<file path="src/rtl/jt51_pkg.sv">
// Shared constants for the jt51 mixer slice.
//   Slot timing: 32 operator slots per sample frame, noise in the last slot.
//   Datapath widths: 14-bit operator, 12-bit noise, 19-bit accumulator,
//   16-bit output, plus the output saturation limits.
package jt51_pkg;
  localparam int unsigned SLOT_COUNT = 32;
  localparam int unsigned SLOT_W     = $clog2(SLOT_COUNT);
  localparam logic [SLOT_W-1:0] NOISE_SLOT = SLOT_W'(SLOT_COUNT - 1);

  localparam int unsigned OP_W    = 14;
  localparam int unsigned NOISE_W = 12;
  localparam int unsigned ACC_W   = 19;
  localparam int unsigned OUT_W   = 16;

  localparam int SAT_MAX = 32767;
  localparam int SAT_MIN = -32768;
endpackage

</file>
<file path="src/rtl/jt51_sat.sv">
// Signed saturation from IW bits down to the 16-bit output range.
//   din  : signed IW-bit value
//   dout : din clamped to [SAT_MIN, SAT_MAX]
module jt51_sat
  import jt51_pkg::*;
#(
  parameter int unsigned IW = ACC_W
) (
  input  logic signed [IW-1:0]    din,
  output logic signed [OUT_W-1:0] dout
);

  localparam logic signed [IW-1:0] HI = IW'(SAT_MAX);
  localparam logic signed [IW-1:0] LO = IW'(SAT_MIN);

  always_comb begin
    dout = din[OUT_W-1:0];
    if (din > HI)
      dout = OUT_W'(SAT_MAX);
    else if (din < LO)
      dout = OUT_W'(SAT_MIN);
  end

endmodule

</file>
<file path="src/rtl/jt51_mixer.sv">
// Operator/noise mixer: accumulates carrier outputs per slot into left and
// right accumulators and emits one saturated stereo sample per 32-slot frame.
//   clk, rst_n    : clock, asynchronous active-low reset
//   cen           : slot clock enable (one operator slot per cen)
//   zero          : forces the slot counter to 0; mid-frame it discards the frame
//   op_out        : signed operator result for the current slot
//   carrier, rl   : carrier flag and left/right enables for the current slot
//   ne, noise_mix : noise enable and signed noise sample (used in slot 31)
//   op31_no       : high while the slot counter is 31
//   left, right   : signed 16-bit output samples
//   sample        : one-cen pulse when left/right update
module jt51_mixer
  import jt51_pkg::*;
(
  input  logic                      clk,
  input  logic                      rst_n,
  input  logic                      cen,
  input  logic                      zero,
  input  logic signed [OP_W-1:0]    op_out,
  input  logic                      carrier,
  input  logic        [1:0]         rl,
  input  logic                      ne,
  input  logic signed [NOISE_W-1:0] noise_mix,
  output logic                      op31_no,
  output logic signed [OUT_W-1:0]   left,
  output logic signed [OUT_W-1:0]   right,
  output logic                      sample
);

  logic        [SLOT_W-1:0] slot;
  logic signed [OP_W-1:0]   contrib;
  logic signed [ACC_W-1:0]  contrib_ext;
  logic signed [ACC_W-1:0]  acc_l, acc_r;
  logic signed [ACC_W-1:0]  sum_l, sum_r;
  logic signed [OUT_W-1:0]  sat_l, sat_r;

  assign op31_no = (slot == NOISE_SLOT);

  // In slot 31 the noise sample replaces the operator, aligned to the
  // 14-bit operator scale by two zero LSBs.
  always_comb begin
    contrib = '0;
    if (op31_no && ne)
      contrib = {noise_mix, 2'b00};
    else if (carrier)
      contrib = op_out;
  end

  assign contrib_ext = {{(ACC_W-OP_W){contrib[OP_W-1]}}, contrib};

  // The slot-31 output includes that slot's own contribution, so the
  // saturators see the would-be accumulator value rather than the register.
  always_comb begin
    sum_l = acc_l + (rl[1] ? contrib_ext : '0);
    sum_r = acc_r + (rl[0] ? contrib_ext : '0);
  end

  jt51_sat #(.IW(ACC_W)) u_sat_l (.din(sum_l), .dout(sat_l));
  jt51_sat #(.IW(ACC_W)) u_sat_r (.din(sum_r), .dout(sat_r));

  always_ff @(posedge clk or negedge rst_n) begin
    if (!rst_n) begin
      slot   <= '0;
      acc_l  <= '0;
      acc_r  <= '0;
      left   <= '0;
      right  <= '0;
      sample <= 1'b0;
    end else if (cen) begin
      slot   <= zero ? '0 : slot + 1'b1;
      sample <= op31_no;
      if (op31_no) begin
        left  <= sat_l;
        right <= sat_r;
        acc_l <= '0;
        acc_r <= '0;
      end else if (zero) begin
        acc_l <= '0;
        acc_r <= '0;
      end else begin
        acc_l <= sum_l;
        acc_r <= sum_r;
      end
    end
  end

endmodule

</file>
<file path="config.mk">
export PLATFORM = sky130hd
export DESIGN_NAME = jt51_mixer
export DESIGN_NICKNAME = d
export VERILOG_FILES = /design/src/rtl/jt51_pkg.sv /design/src/rtl/jt51_sat.sv /design/src/rtl/jt51_mixer.sv
export SDC_FILE = /design/constraint.sdc
export NUM_CORES = 1
export LEC_CHECK = 0
export ABC_CLOCK_PERIOD_IN_PS = 5900
export CORE_ASPECT_RATIO = 0.9
export CORE_UTILIZATION = 55
export DETAILED_ROUTE_END_ITERATION = 8
export DONT_BUFFER_PORTS = 1
export PLACE_DENSITY = 0.7
export SKIP_LAST_GASP = 1
export SYNTH_ARGS = -nofsm -noshare
export SYNTH_HDL_FRONTEND = slang
export SYNTH_HIERARCHICAL = 1
export SYNTH_SLANG_ARGS = --single-unit
</file>
<file path="constraint.sdc">
create_clock -name clk -period 5.9 [get_ports clk]
set_input_delay 1.18 -clock clk [delete_from_list [all_inputs] [get_ports clk]]
set_output_delay 1.18 -clock clk [all_outputs]
set_load 0.02 [all_outputs]
</file>
# Word level (Yosys, flattened, before mapping)
# Cells that the tools add are included.
dict set report totals {
  reg_bits 76
  latch_bits 0
  mem_bits_rw 0
  mem_bits_ro 0
  inputBits 34
  out_inout_bits 34
  wordCells 29
  memories 0
}
dict set report classes {
  n_addsub 3
  n_mul 0
  n_div 0
  n_lt_le_gt_ge 4
  n_eq_ne 1
  shift 0
  mux 13
  bitwise 0
  reduce_logical 2
}
# cell count
set ops {}
lappend ops {{19-bit two-way mux} 6}
lappend ops {{16-bit two-way mux} 4}
lappend ops {{19-bit adder} 2}
lappend ops {{19-bit by 16-bit > comparator with 1-bit output (second input constant)} 2}
lappend ops {{19-bit by 16-bit less-than comparator with 1-bit output (second input constant)} 2}
lappend ops {{14-bit two-way mux} 2}
lappend ops {{5-bit by 1-bit adder with 5-bit output (second input constant)} 1}
lappend ops {{5-bit == test (second input constant)} 1}
lappend ops {{5-bit two-way mux} 1}
lappend ops {{2-bit AND reduction} 1}
lappend ops {{1-bit logical AND} 1}

# Depth between registers and ports, before layout
# Gate-level depths: netlist (run 1).
dict set report depth {
  word_depth 8
  mapped_depth 20
  mapped_depth_nobuf 17
}

# By module
# The synthesis (run 1) kept the hierarchy.
# module n_inst cells_per_inst area_per_inst_um2
set by_module_without_submodules {}
lappend by_module_without_submodules {jt51_mixer 1 497 5031.1}
lappend by_module_without_submodules {jt51_sat 2 56 374.1}

# Worst setup path after synthesis (run 1)
# No wires, ideal clock.
dict set report synth_path {
  kind {in2reg}
  startpoint {input ne}
  endpoint {register left[10]}
  arrival_ps 4105
  required_time_ps 5775
  slack_ps 1671
  stages 15
  path_cell_list {and2_1 > clkbuf_1 > a21oi_1 > nor2b_1 > ha_1 > buf_6 > a21o_1 > a221oi_4 > o31ai_4 > a21oi_2 > xor2_1 > a21boi_4 > buf_6 > nor3_1 > mux2_2}
}
dict set report synth_between {
  elab_chain_cells 7
  word_cells_on_any_way 8
  cone_classes {1 x add/sub; 2 x order compare; 4 x mux; 1 x reduce/logical}
}
# item line
set synth_rtl {}
lappend synth_rtl {{start: declaration} jt51_mixer.sv:22} ;# input logic ne,
lappend synth_rtl {{1-bit logical AND *} jt51_mixer.sv:43} ;# if (op31_no && ne)
lappend synth_rtl {{14-bit two-way mux *} jt51_mixer.sv:43}
lappend synth_rtl {{19-bit two-way mux *} jt51_mixer.sv:54} ;# sum_l = acc_l + (rl[1] ? contrib_ext : '0);
lappend synth_rtl {{19-bit adder *} jt51_mixer.sv:54}
lappend synth_rtl {{via sum_l[18]} jt51_mixer.sv:34} ;# logic signed [ACC_W-1:0] sum_l, sum_r;
lappend synth_rtl {{19-bit by 16-bit less-than comparator with 1-bit output} jt51_sat.sv:20} ;# else if (din < LO)
lappend synth_rtl {{16-bit two-way mux} jt51_sat.sv:20}
lappend synth_rtl {{16-bit two-way mux *} jt51_sat.sv:18} ;# if (din > HI)
lappend synth_rtl {{via sat_l[10]} jt51_mixer.sv:35} ;# logic signed [OUT_W-1:0] sat_l, sat_r;
lappend synth_rtl {{end signal: assignment} jt51_mixer.sv:73} ;# left <= sat_l;
lappend synth_rtl {{end: declaration} jt51_mixer.sv:25} ;# output logic signed [OUT_W-1:0] left,
# The timed path passes the listed nets; every way through them passes the cells marked *.
# A chain may end at the register's enable or synchronous reset.

# Worst setup path after layout (run 1)
dict set report layout_path {
  startpoint {register slot[0]}
  endpoint {register right[5]}
}
dict set report layout_between {
  elab_chain_cells 8
  word_cells_on_any_way 10
  cone_classes {1 x add/sub; 2 x order compare; 1 x eq/ne; 4 x mux; 2 x reduce/logical}
}
# item line
set layout_rtl {}
lappend layout_rtl {{start: declaration} jt51_mixer.sv:30} ;# logic [SLOT_W-1:0] slot;
lappend layout_rtl {{start signal: assignment} jt51_mixer.sv:70} ;# slot <= zero ? '0 : slot + 1'b1;
lappend layout_rtl {{5-bit == test *} jt51_mixer.sv:37} ;# assign op31_no = (slot == NOISE_SLOT);
lappend layout_rtl {{via op31_no} jt51_mixer.sv:24} ;# output logic op31_no,
lappend layout_rtl {{1-bit logical AND *} jt51_mixer.sv:43}
lappend layout_rtl {{14-bit two-way mux *} jt51_mixer.sv:43}
lappend layout_rtl {{19-bit two-way mux *} jt51_mixer.sv:55} ;# sum_r = acc_r + (rl[0] ? contrib_ext : '0);
lappend layout_rtl {{19-bit adder *} jt51_mixer.sv:55}
lappend layout_rtl {{via sum_r[17]} jt51_mixer.sv:34}
lappend layout_rtl {{19-bit by 16-bit less-than comparator with 1-bit output} jt51_sat.sv:20}
lappend layout_rtl {{16-bit two-way mux} jt51_sat.sv:20}
lappend layout_rtl {{16-bit two-way mux *} jt51_sat.sv:18}
lappend layout_rtl {{via sat_r[5]} jt51_mixer.sv:35}
lappend layout_rtl {{end signal: assignment} jt51_mixer.sv:74} ;# right <= sat_r;
lappend layout_rtl {{end: declaration} jt51_mixer.sv:26} ;# output logic signed [OUT_W-1:0] right,
# Marks and branches as above.

==> results of run 1 <==
-- registers in the layout, indices dropped and copies added, names as in the netlist --
register / cells
acc_l: 19
slot: 5
left: 16
sample: 1
acc_r: 19
right: 16
-- cell usage in the layout, fill, tap and decap left out, types with 12 or more instances in the layout --
| cell type | count |
|---|---|
| ha_1 | 38 |
| dfrtp_1 | 76 |
| nor4_1 | 30 |
| a21oi_1 | 52 |
| nand2_1 | 34 |
| nor2b_1 | 23 |
| a21boi_0 | 30 |
| nor3_1 | 33 |
| xnor2_1 | 19 |
| and3_1 | 15 |
| o21ai_0 | 17 |
| nand4_1 | 12 |
| a22o_1 | 37 |
| mux2_2 | 33 |
| xor2_1 | 14 |
-- power by group through the flow --
stage	sequential (mW)	clock, mW	combinational, mW
after floorplan	0.574	0	0.353
after global routing	0.574	0.570	0.470
after detailed placement	0.579	0	0.415
after global placement	0.579	0	0.409
final	0.571	0.542	0.424
after CTS	0.570	0.556	0.417
-- per-stage QoR --
stage | instances | power, mW | util (%)
after floorplan | 609 | 0.927 | -
after global placement | 699 | 0.987 | 56.2
after detailed placement | 699 | 0.994 | 56.2
after CTS | 715 | 1.54 | 59.1
after global routing | 716 | 1.61 | 59.2
final | 716 | 1.54 | 59.2
-- cell families (layout without fill, tap and decap cells) --
kind of cell             after synthesis  after routing  synth area share [%]
AND/OR/NAND/NOR                      186            186                  17.8
AO/OA/AOI/OAI                        181            181                  23.3
flip-flops                            76             76                  32.9
buffers and inverters                 57             34                  5.22
adder cells (fa/ha/maj)               40             40                  8.92
XOR/XNOR                              35             35                  5.30
multiplexers                          34             34                  6.60
other                                  0              1                     0
-- area by class of cell --
type | count | share of cell area (%)
multi-input combinational | 476 | 59.3
sequential | 76 | 31.4
clock buffer | 12 | 4.40
tap | 129 | 2.66
timing repair buffer | 10 | 1.24
clock inverter | 4 | 0.516
inverter | 8 | 0.495
antenna | 1 | 0.0413
-- worst min-delay path by stage --
stage	start	endpoint	slack (ns)	cells after the start
2_1_floorplan	acc_r[17]	acc_r[17]	0.47	2
3_3_place_gp	slot[0]	slot[0]	0.48	1
3_5_place_dp	slot[0]	slot[0]	0.50	1
4_1_cts	slot[0]	slot[0]	0.51	1
5_1_grt	rst_n	slot[2]	0.52	0
6_report	slot[0]	slot[0]	0.51	1
-- layer usage --
metal | share of wire, % | GRT usage (%) | vias to the layer above | routed length, um
met5 | 0 | 0 | - | 0
met4 | 1.6 | 8.92 | 0 | 243
met3 | 6.0 | 5.83 | 15 | 879
met2 | 45 | 43.9 | 120 | 6670
met1 | 47 | 40.1 | 2276 | 6940
li1 | - | - | 2247 | -
==> PnR_summary.wiki, run 1 <==
{| class="wikitable"
! Metric !! Value
|-
| First-pass GRT wire length || around 24000 um
|-
| Average instance area after synthesis || 9.49 sq um
|-
| Clock Latency Late Sink || 0.34 ns
|-
| Final routed wirelength across all metal layers || about 15000 um
|-
| Yosys warning count || 6
|-
| Post-route setup TNS || 0 ns
|-
| Highest clock rate || roughly 0.19 GHz
|-
| Iteration-0 DRC count of the detailed router || about 350
|-
| Startpoint of the worst register-to-register path || slot[0]
|-
| Top-area cell type share of the netlist area || between 30% and 40%
|-
| # clock sinks || 76
|-
| Worst Setup Path Type || flip-flop to flip-flop
|-
| Worst stage delay on the critical path || approximately 0.42 ns
|-
| Avg Vias per Cell || between 6 and 7
|-
| Setup repair after global routing missed its margin || false
|-
| H-tree levels || 3
|-
| Time the final worst path needs with I/O delays and setup || a little over 5 ns
|-
| Number of port buffers || 0
|-
| Clock edge transition at the registers on the reported setup and hold paths || about 0.06 ns
|-
| Switching portion of total power || about 32%
|-
| Synthesized flop and latch total || between 70 and 80
|-
| Average wire per standard cell || approximately 20 um
|-
| Tcrit/Tclk final || 87.9%
|-
| DP HPWL || between 10000 and 15000 um
|-
| Psw || about 500 uW
|-
| Most frequently used cell type in the post-synthesis netlist || dfrtp_1
|-
| Worst-case headroom to the max-slew limit || a little under a third
|-
| Number of buffers on the longest clock path || 2
|-
| Cell accounting for the most synthesized area || dfrtp_1
|-
| DRC Markers || 0
|-
| Register cell area after layout || about 0.0019 sq mm
|-
| Number of detailed-routing iterations run before antenna repair || 4
|-
| Number of cell instances on the worst register-to-register path || 17
|-
| Max rail drop VDD || around 270 uV
|-
| Required time of the worst setup path || just over 6 ns
|-
| Power per Cell Area || 253 mW/mm^2
|-
| Largest cells by area after synthesis || dfrtp_1 (33%), ha_1 (8.2%), mux2_2 (6.4%)
|-
| IO Count || 68
|-
| Final Hold Viols || 0
|-
| Count of buffers added by post-CTS timing repair for setup || 0
|-
| Most numerous cell types in the synthesized netlist || dfrtp_1 (76), a21oi_1 (52), ha_1 (38)
|-
| Combinational power share || between 20% and 30%
|-
| Post-synthesis instance total || approximately 600
|-
| CTS tree || built
|-
| Maximum fanout along the worst path || 30
|-
| Count of fill cells added during filler insertion || approximately 900
|-
| Minimum setup slack in the final design || 0.714 ns
|-
| Worst Setup Start Kind || flip-flop
|-
| Category of cells accounting for the largest share of critical-path delay || simple AND/OR/NAND/NOR gates
|-
| Worst path slowest cell || ha_1
|-
| Pin count of the biggest net entering global routing || 77
|-
| Final ANT Viol Nets || 0
|-
| Share of flip-flops with an asynchronous set or reset after synthesis || 100%
|-
| Worst setup endpoint || right[5]
|-
| Total number of vias || about 4700
|-
| Dominant register cell in the synthesized netlist || dfrtp_1
|-
| FP Rows || 35
|-
| Worst-case setup slack after placement || roughly 0.84 ns
|-
| Placeable core region || 0.0102 sq mm
|-
| Initial antenna violation count || 1
|-
| Worst min path class || flip-flop to flip-flop
|-
| Reg-to-reg slack, setup || around 0.7 ns
|-
| Synth-to-layout area growth || 4.89%
|-
| Design internal power || between 1 and 1.5 mW
|-
| Capturing point of the worst reg2reg path || right[5]
|-
| Area of the multi-input gates || approximately 0.0036 sq mm
|-
| GR Util All Layers || 28.5%
|-
| Skew final || between 0.009 and 0.01 ns
|-
| Cell Area, Synth || slightly below 0.006 sq mm
|-
| Die outline width || between 100 and 150 um
|-
| Post-synth EDFFs || 0
|-
| Crit. End Element || flip-flop
|-
| PostCTS Resize Cnt || 0
|-
| Crit path DAT || 5.41 ns
|-
| Global route total overflow || 0
|-
| Worst path cell trace || ha_1, and3_1, ha_1, nand2_1, and3_1, a21oi_1, nor2b_1, ha_1, a21oi_1, o21a_1, nor2_1, a2111oi_2, o21a_1, xnor2_2, nor4_1, nor3_1, mux2_2
|-
| Cell depth of the worst setup path || 17
|-
| Worst hold-check slack || between 0.5 and 0.6 ns
|-
| Number of pins exceeding their max-slew limit in the final report || 0
|-
| Seq/Total Area, Yosys || 32.9%
|-
| DIE HEIGHT || a little under 100 um
|-
| Placed Instance Area || between 0.005 and 0.006 sq mm
|-
| Fraction of layout instances using a drive strength above 1 || 12.5%
|-
| Bufs and invs on worst path || 0
|-
| Cell at the root of the clock tree || clkbuf_16
|-
| Post-synthesis net count || 683
|-
| Number of buffers created by CTS || 9
|-
| Placer Congestion || 0.926
|-
| Number of global-route vias before repair || between 4000 and 5000
|-
| Die ar. || 0.0109 sq mm
|-
| Relative contribution of the clock network to total power || 35.3%
|-
| Hold bufs inserted after CTS || 0
|-
| Status || finished, final reports clean
|-
| Net total in the final layout || 655
|-
| Unique masters post-synth || 58
|-
| Worst Max-Slew Pin Slew || 1.03 ns
|-
| Cell mode on critical path || ha_1
|-
| Share of total power in sequential cells || 37.1%
|-
| P_leak || roughly 2.8 nW
|-
| Worst setup startpoint || slot[0]
|-
| Number of max-cap violations || 0
|-
| Final setup violating endpoints || 0
|-
| Finished layout cell area || around 0.006 sq mm
|-
| Initial Utilization || around 56%
|}
Power figures use the tool's default switching activity.
==> run 2: changes to the inputs <==
--- a/config.mk
+++ b/config.mk
@@ -8,9 +8,11 @@
 export ABC_CLOCK_PERIOD_IN_PS = 5900
 export CORE_ASPECT_RATIO = 0.9
 export CORE_UTILIZATION = 55
+export CTS_BUF_LIST = sky130_fd_sc_hd__clkbuf_4
 export DETAILED_ROUTE_END_ITERATION = 8
 export DONT_BUFFER_PORTS = 1
 export PLACE_DENSITY = 0.7
+export RECOVER_POWER = 50
 export SKIP_LAST_GASP = 1
 export SYNTH_ARGS = -nofsm -noshare
 export SYNTH_HDL_FRONTEND = slang
==> PnR_summary.wiki, run 2 (synthesis gave the netlist of run 1 again) <==
{| class="wikitable"
! Metric !! Value
|-
| Final ANT Viol Nets || 0 (unchanged)
|-
| Final setup violating endpoints || 0 (unchanged)
|-
| P_leak || 2.69 nW (was 2.78 nW)
|-
| Time the final worst path needs with I/O delays and setup || 5.18 ns (was 5.19 ns)
|-
| Status || complete, but fails checks (was finished, final reports clean)
|-
| Final cell count without fillers || 716 (unchanged)
|-
| Die ar. || 0.0109 sq mm (unchanged)
|-
| Die outline width || 110 um (unchanged)
|-
| Synth-to-layout area growth || 1.58% (was 4.89%)
|-
| Average wire per standard cell || 20.4 um (was 20.6 um)
|-
| Clock edge transition at the registers on the reported setup and hold paths || 0.13 ns (was 0.06 ns)
|-
| Reg-to-reg slack, setup || 0.72 ns (was 0.71 ns)
|-
| Number of max-cap violations || 1 (was 0)
|-
| DIE HEIGHT || 99.2 um (unchanged)
|-
| DP HPWL || 10700 um (unchanged)
|-
| Number of buffers on the longest clock path || 2 (unchanged)
|-
| Placed Cells incl. Taps || 699 (unchanged)
|-
| Max rail drop VDD || 141 uV (was 265 uV)
|-
| Cell mode on critical path || ha_1 (unchanged)
|-
| Largest registers in the final layout || acc_l x19, acc_r x19 (unchanged)
|-
| Crit. End Element || flip-flop (unchanged)
|-
| IO Count || 68 (unchanged)
|-
| Tcrit/Tclk final || 87.7% (was 87.9%)
|-
| Hold bufs inserted after CTS || 0 (unchanged)
|-
| Iteration-0 DRC count of the detailed router || 348 (unchanged)
|-
| Worst path slowest cell || nand2_1 (was ha_1)
|-
| Crit path DAT || 5.51 ns (was 5.41 ns)
|-
| Worst min path class || input pin to asynchronous set/reset pin (was flip-flop to flip-flop)
|-
| Total number of vias || 4618 (was 4658)
|-
| H-tree levels || 3 (unchanged)
|-
| Setup repair after global routing missed its margin || false (unchanged)
|-
| CTS tree || built (unchanged)
|-
| Maximum fanout along the worst path || 30 (unchanged)
|-
| Fraction of layout instances using a drive strength above 1 || 11.8% (was 12.5%)
|-
| Avg Vias per Cell || 6.45 (was 6.51)
|-
| Met3 Track Usage GR || 5.90% (was 5.83%)
|-
| GR Util All Layers || 28.4% (was 28.5%)
|-
| DRC Markers || 0 (unchanged)
|-
| Number of detailed-routing iterations run before antenna repair || 5 (was 4)
|-
| GR Util met2 || 43.7% (was 43.9%)
|-
| Commonest non-fill, non-tap cell in the layout || dfrtp_1 (unchanged)
|-
| Worst-case headroom to the max-slew limit || -18.0% (was 30.7%)
|-
| Violated checks || capacitance limit, slew limit
|-
| Placed Instance Area || 0.00576 sq mm (unchanged)
|-
| Capturing point of the worst reg2reg path || right[12] (was right[5])
|-
| Layer carrying the most global-route usage || met2 (unchanged)
|-
| Number of global-route vias before repair || 4524 (was 4527)
|-
| FP Rows || 35 (unchanged)
|-
| Number of pins exceeding their max-slew limit in the final report || 34 (was 0)
|-
| Number of cell instances on the worst register-to-register path || 17 (unchanged)
|-
| Worst Max-Slew Pin Slew || 1.77 ns (was 1.03 ns)
|-
| Post-route setup TNS || 0 ns (unchanged)
|-
| # clock sinks || 76 (unchanged)
|-
| Worst hold-check slack || 0.410 ns (was 0.506 ns)
|-
| Net total in the final layout || 655 (unchanged)
|-
| Worst stage delay on the critical path || 0.44 ns (was 0.42 ns)
|-
| Startpoint of the worst register-to-register path || slot[0] (unchanged)
|-
| Placeable core region || 0.0102 sq mm (unchanged)
|-
| Clock Latency Late Sink || 0.44 ns (was 0.34 ns)
|-
| Skew final || 0.0157 ns (was 0.00929 ns)
|-
| Placer Congestion || 0.926 (unchanged)
|-
| Power per Cell Area || 216 mW/mm^2 (was 253 mW/mm^2)
|-
| PostCTS Resize Cnt || 0 (unchanged)
|-
| Worst Setup Path Type || flip-flop to flip-flop (unchanged)
|-
| Final routed wirelength across all metal layers || 14600 um (was 14700 um)
|-
| Worst path cell trace || ha_1, and3_1, ha_1, nand2_1, and3_1, a21oi_1, nor2b_1, ha_1, a21oi_1, o21a_1, nor2_1, a2111oi_2, o21a_1, xnor2_2, nor4_1, nor3_1, mux2_2 (unchanged)
|-
| Met1 usage || 39.9% (was 40.1%)
|-
| Worst Setup Start Kind || flip-flop (unchanged)
|-
| Initial Utilization || 56.4% (unchanged)
|-
| Number of buffers created by CTS || 9 (unchanged)
|-
| Required time of the worst setup path || 6.23 ns (was 6.12 ns)
|-
| Number of port buffers || 0 (unchanged)
|-
| Highest-count cells in the layout ignoring fill and taps || dfrtp_1 (76), a21oi_1 (52), ha_1 (38) (unchanged)
|-
| Count of buffers added by post-CTS timing repair for setup || 0 (unchanged)
|-
| Worst-case setup slack after placement || 0.843 ns (unchanged)
|-
| Global route total overflow || 0 (unchanged)
|-
| First-pass GRT wire length || 23500 um (was 23600 um)
|-
| Post-layout util || 57.3% (was 59.2%)
|-
| Final Hold Viols || 0 (unchanged)
|-
| Overall power || 1.27 mW (was 1.54 mW)
|-
| Cell at the root of the clock tree || clkbuf_4 (was clkbuf_16)
|-
| Initial antenna violation count || 1 (unchanged)
|-
| Finished layout cell area || 0.00587 sq mm (was 0.00606 sq mm)
|-
| Pin count of the biggest net entering global routing || 77 (unchanged)
|-
| Highest clock rate || 0.193 GHz (about the same)
|-
| Minimum setup slack in the final design || 0.724 ns (was 0.714 ns)
|}
## run 2: changes by cell type in the layout (fill, tap and decap cells not counted)
cell / change
clkbuf_16: -9
clkbuf_4: +9
clkbuf_8: -3
clkinv_1: +3
buf_4: -1
clkbuf_1: +1
## run 2: power by group
part | switching, mW | internal (mW)
registers | 0.0202 | 0.549
clock network | 0.194 | 0.0835
logic | 0.256 | 0.167
## run 2: routing by layer
metal	wire, um	vias up	share of wire [%]
li1	-	2239	-
met2	6450	142	44
met5	0	-	0
met1	7000	2211	48
met3	808	26	5.5
met4	335	0	2.3
## run 2: final cells by class
| type | instances | area (sq um) |
|---|---|---|
| clock buffer | 9 | 67.6 |
| timing repair buffer | 10 | 71.3 |
| fill | 939 | 4380 |
| sequential | 76 | 1900 |
| clock inverter | 7 | 42.5 |
| tap | 129 | 161 |
| multi-input combinational | 476 | 3590 |
| antenna | 1 | 2.50 |
| inverter | 8 | 30.0 |
## run 2: worst max-delay path: cells and delay by family (launching register included)
kind | cells | cell delay [ns]
XOR/XNOR | 1 | 0.31
AND/OR/NAND/NOR | 7 | 1.59
flip-flops | 1 | 0.40
AO/OA/AOI/OAI | 5 | 1.48
adder cells (fa/ha/maj) | 3 | 1.00
multiplexers | 1 | 0.27
## run 2: worst max-delay path by stage
stage,depth (start not counted),slack (ns),endpoint,start
floorplan,15,1.67,left[10],ne
detailed placement,17,0.84,right[4],slot[0]
CTS,17,0.80,right[6],slot[0]
global placement,17,0.94,right[11],slot[0]
finish,17,0.72,right[12],slot[0]
global route,17,0.25,right[1],slot[0]
==> run 3: changes to the inputs <==
--- a/config.mk
+++ b/config.mk
@@ -6,6 +6,7 @@
 export NUM_CORES = 1
 export LEC_CHECK = 0
 export ABC_CLOCK_PERIOD_IN_PS = 5900
+export CAP_MARGIN = 15
 export CORE_ASPECT_RATIO = 0.9
 export CORE_UTILIZATION = 55
 export CTS_BUF_LIST = sky130_fd_sc_hd__clkbuf_4
@@ -16,5 +17,4 @@
 export SKIP_LAST_GASP = 1
 export SYNTH_ARGS = -nofsm -noshare
 export SYNTH_HDL_FRONTEND = slang
-export SYNTH_HIERARCHICAL = 1
 export SYNTH_SLANG_ARGS = --single-unit
==> PnR_summary.wiki, run 3 <==
{| class="wikitable"
! Metric !! Value
|-
| Initial Utilization || 57.7% (was 56.4%)
|-
| Maximum fanout along the worst path || 15 (was 30)
|-
| Unique masters post-synth || 63 (was 58)
|-
| DP HPWL || 9310 um (was 10700 um)
|-
| Category of cells accounting for the largest share of critical-path delay || compound AO/OA/AOI/OAI gates (was simple AND/OR/NAND/NOR gates)
|-
| Power per Cell Area || 213 mW/mm^2 (was 216 mW/mm^2)
|-
| Bufs and invs on worst path || 0 (unchanged)
|-
| Share of flip-flops with an asynchronous set or reset after synthesis || 100% (unchanged)
|-
| Post-route setup TNS || 0 ns (unchanged)
|-
| P_leak || 2.54 nW (was 2.69 nW)
|-
| First-pass GRT wire length || 20100 um (was 23500 um)
|-
| GR Util All Layers || 28.3% (was 28.4%)
|-
| Required time of the worst setup path || 6.26 ns (was 6.23 ns)
|-
| Average instance area after synthesis || 10.0 sq um (was 9.49 sq um)
|-
| Seq/Total Area, Yosys || 38.0% (was 32.9%)
|-
| DIE HEIGHT || 92.6 um (was 99.2 um)
|-
| Combinational power share || 19.9% (was 33.3%)
|-
| Synth-to-layout area growth || 4.64% (was 1.58%)
|-
| Largest registers in the final layout || acc_l x19, acc_r x19 (unchanged)
|-
| Hold bufs inserted after CTS || 0 (unchanged)
|-
| Number of buffers created by CTS || 9 (unchanged)
|-
| Die outline width || 103 um (was 110 um)
|-
| Post-synthesis net count || 573 (was 683)
|-
| Number of pins exceeding their max-slew limit in the final report || 0 (was 34)
|-
| Count of buffers added by post-CTS timing repair for setup || 0 (unchanged)
|-
| Final routed wirelength across all metal layers || 12600 um (was 14600 um)
|-
| Register cell area after layout || 0.00190 sq mm (unchanged)
|-
| Clock Latency Late Sink || 0.44 ns (about the same)
|-
| Worst-case headroom to the max-slew limit || 14.7% (was -18.0%)
|-
| Final ANT Viol Nets || 0 (unchanged)
|-
| Cell accounting for the most synthesized area || dfrtp_1 (unchanged)
|-
| Largest cells by area after synthesis || dfrtp_1 (38%), ha_1 (9.5%), a22o_1 (5.2%) (was dfrtp_1 (33%), ha_1 (8.2%), mux2_2 (6.4%))
|-
| H-tree levels || 3 (unchanged)
|-
| Highest clock rate || 0.192 GHz (was 0.193 GHz)
|-
| Dominant register cell in the synthesized netlist || dfrtp_1 (unchanged)
|-
| Final setup violating endpoints || 0 (unchanged)
|-
| Commonest non-fill, non-tap cell in the layout || dfrtp_1 (unchanged)
|-
| Net total in the final layout || 569 (was 655)
|-
| Worst Setup Start Kind || flip-flop (unchanged)
|-
| Fraction of layout instances using a drive strength above 1 || 10.2% (was 11.8%)
|-
| Global route total overflow || 0 (unchanged)
|-
| Cell Area, Synth || 0.00501 sq mm (was 0.00578 sq mm)
|-
| Initial antenna violation count || 1 (unchanged)
|-
| Yosys warning count || 0 (was 6)
|-
| Psw || 342 uW (was 470 uW)
|-
| Worst Setup Path Type || flip-flop to flip-flop (unchanged)
|-
| Cell mode on critical path || ha_1 (unchanged)
|-
| Clock edge transition at the registers on the reported setup and hold paths || 0.13 ns (about the same)
|-
| Design internal power || 774 uW (was 800 uW)
|-
| Placed Instance Area || 0.00512 sq mm (was 0.00576 sq mm)
|-
| Max rail drop VDD || 164 uV (was 141 uV)
|-
| Average wire per standard cell || 20.3 um (was 20.4 um)
|-
| CTS tree || built (unchanged)
|-
| Die ar. || 0.00950 sq mm (was 0.0109 sq mm)
|-
| Worst Max-Slew Pin Slew || 1.28 ns (was 1.77 ns)
|-
| Cell at the root of the clock tree || clkbuf_4 (unchanged)
|-
| Worst setup startpoint || slot[0] (unchanged)
|-
| Number of max-cap violations || 0 (was 1)
|-
| Crit path DAT || 5.56 ns (was 5.51 ns)
|-
| Share of total power in sequential cells || 51.4% (was 44.9%)
|-
| Finished layout cell area || 0.00524 sq mm (was 0.00587 sq mm)
|-
| PostCTS Resize Cnt || 0 (unchanged)
|-
| Skew final || 0.0251 ns (was 0.0157 ns)
|-
| Crit. End Element || flip-flop (unchanged)
|-
| Synthesized flop and latch total || 76 (unchanged)
|-
| Top-area cell type share of the netlist area || 38.0% (was 32.9%)
|-
| Most numerous cell types in the synthesized netlist || dfrtp_1 (76), ha_1 (38), nor2_1 (38) (was dfrtp_1 (76), a21oi_1 (52), ha_1 (38))
|-
| Relative contribution of the clock network to total power || 28.8% (was 21.8%)
|-
| Worst min path class || input pin to asynchronous set/reset pin (unchanged)
|-
| Placeable core region || 0.00869 sq mm (was 0.0102 sq mm)
|-
| DRC Markers || 0 (unchanged)
|-
| Area of the multi-input gates || 0.00297 sq mm (was 0.00359 sq mm)
|-
| Switching portion of total power || 30.6% (was 37.0%)
|-
| Avg Vias per Cell || 6.55 (was 6.45)
|-
| Total number of vias || 4055 (was 4618)
|-
| Post-synth EDFFs || 0 (unchanged)
|-
| Pin count of the biggest net entering global routing || 77 (unchanged)
|-
| Number of global-route vias before repair || 3849 (was 4524)
|-
| Setup repair after global routing missed its margin || false (unchanged)
|-
| # clock sinks || 76 (unchanged)
|-
| Number of port buffers || 0 (unchanged)
|-
| Count of fill cells added during filler insertion || 777 (was 939)
|-
| Post-layout util || 60.4% (was 57.3%)
|-
| Tcrit/Tclk final || 88.1% (was 87.7%)
|-
| Worst path cell trace || ha_1, and3_1, ha_1, nand2_1, a31oi_1, nor2b_1, ha_1, a21oi_1, o21a_1, nand4bb_1, a221o_2, o31ai_4, xnor3_1, a311oi_4, a221o_2 (was ha_1, and3_1, ha_1, nand2_1, and3_1, a21oi_1, nor2b_1, ha_1, a21oi_1, o21a_1, nor2_1, a2111oi_2, o21a_1, xnor2_2, nor4_1, nor3_1, mux2_2)
|-
| Post-synthesis instance total || 499 (was 609)
|-
| Iteration-0 DRC count of the detailed router || 183 (was 348)
|-
| Startpoint of the worst register-to-register path || slot[0] (unchanged)
|-
| Final Hold Viols || 0 (unchanged)
|-
| Worst stage delay on the critical path || 0.72 ns (was 0.44 ns)
|-
| Highest-count cells in the layout ignoring fill and taps || dfrtp_1 (76), ha_1 (38), a21oi_1 (37), nor2_1 (37), a22o_1 (30) (was dfrtp_1 (76), a21oi_1 (52), ha_1 (38))
|-
| IO Count || 68 (unchanged)
|-
| Most frequently used cell type in the post-synthesis netlist || dfrtp_1 (unchanged)
|-
| Number of detailed-routing iterations run before antenna repair || 5 (unchanged)
|-
| Time the final worst path needs with I/O delays and setup || 5.20 ns (was 5.18 ns)
|-
| Worst path slowest cell || a311oi_4 (was nand2_1)
|-
| Status || finished, final reports clean (was complete, but fails checks)
|-
| FP Rows || 32 (was 35)
|-
| Number of buffers on the longest clock path || 2 (unchanged)
|-
| Placer Congestion || 0.881 (was 0.926)
|}
-- run 3: final timing paths --
path | endpoint | slack (ns) | cells past startpoint
worst max-delay path | left[12] | 0.70 | 15
worst max register to register | left[12] | 0.70 | 15
worst min register to register | acc_r[15] | 0.51 | 1
max in group asynchronous | acc_l[1] | 5.33 | 0
min in group clk | acc_r[15] | 0.51 | 1
worst min-delay path | acc_l[5] | 0.42 | 0
-- run 3: per-stage QoR --
step / cells / hold slack, ns / total power, mW / setup WS (ns)
3_5_place_dp: 603 / 0.488 / 0.801 / 0.831
4_1_cts: 618 / 0.395 / 1.12 / 0.777
3_3_place_gp: 603 / 0.484 / 0.794 / 1.08
6_report: 619 / 0.417 / 1.12 / 0.700
5_1_grt: 619 / 0.379 / 1.17 / 0.477
2_1_floorplan: 499 / 0.461 / 0.756 / 1.58
-- run 3: routing by layer --
layer,routed length [um],GRT usage (%),up-vias
met5,0,0,-
met4,248,10.1,0
met3,853,5.66,21
met2,5400,41.1,134
met1,6070,41.3,1978
li1,-,-,1922
-- run 3: cells by family (layout without fill, tap and decap cells) --
family	after synthesis	after routing	synth area share (%)
AOI/OAI and AO/OA	181	181	29.1
and+or+nand+nor	134	134	13.7
DFF	76	76	38.0
adders and majority gates	40	40	10.3
buffers and inverters	36	36	2.92
xor gates and xnor gates	27	27	4.99
muxes	5	5	1.05
other	0	1	0
-- run 3: cell type report --
| cell class | instances | area share (%) |
|---|---|---|
| antenna | 1 | 0.0477 |
| clock buffer | 10 | 1.43 |
| clock inverter | 5 | 1.00 |
| inverter | 15 | 1.07 |
| multi-input combinational | 387 | 56.5 |
| sequential | 76 | 36.3 |
| tap | 119 | 2.84 |
| timing repair buffer | 6 | 0.787 |
-- run 3: power groups by stage --
stage          combinational [mW]  sequential, mW  clock (mW)
2_1_floorplan               0.180           0.576           0
3_3_place_gp                0.212           0.582           0
3_5_place_dp                0.219           0.582           0
4_1_cts                     0.220           0.573       0.330
5_1_grt                     0.245           0.577       0.348
6_report                    0.222           0.573       0.321
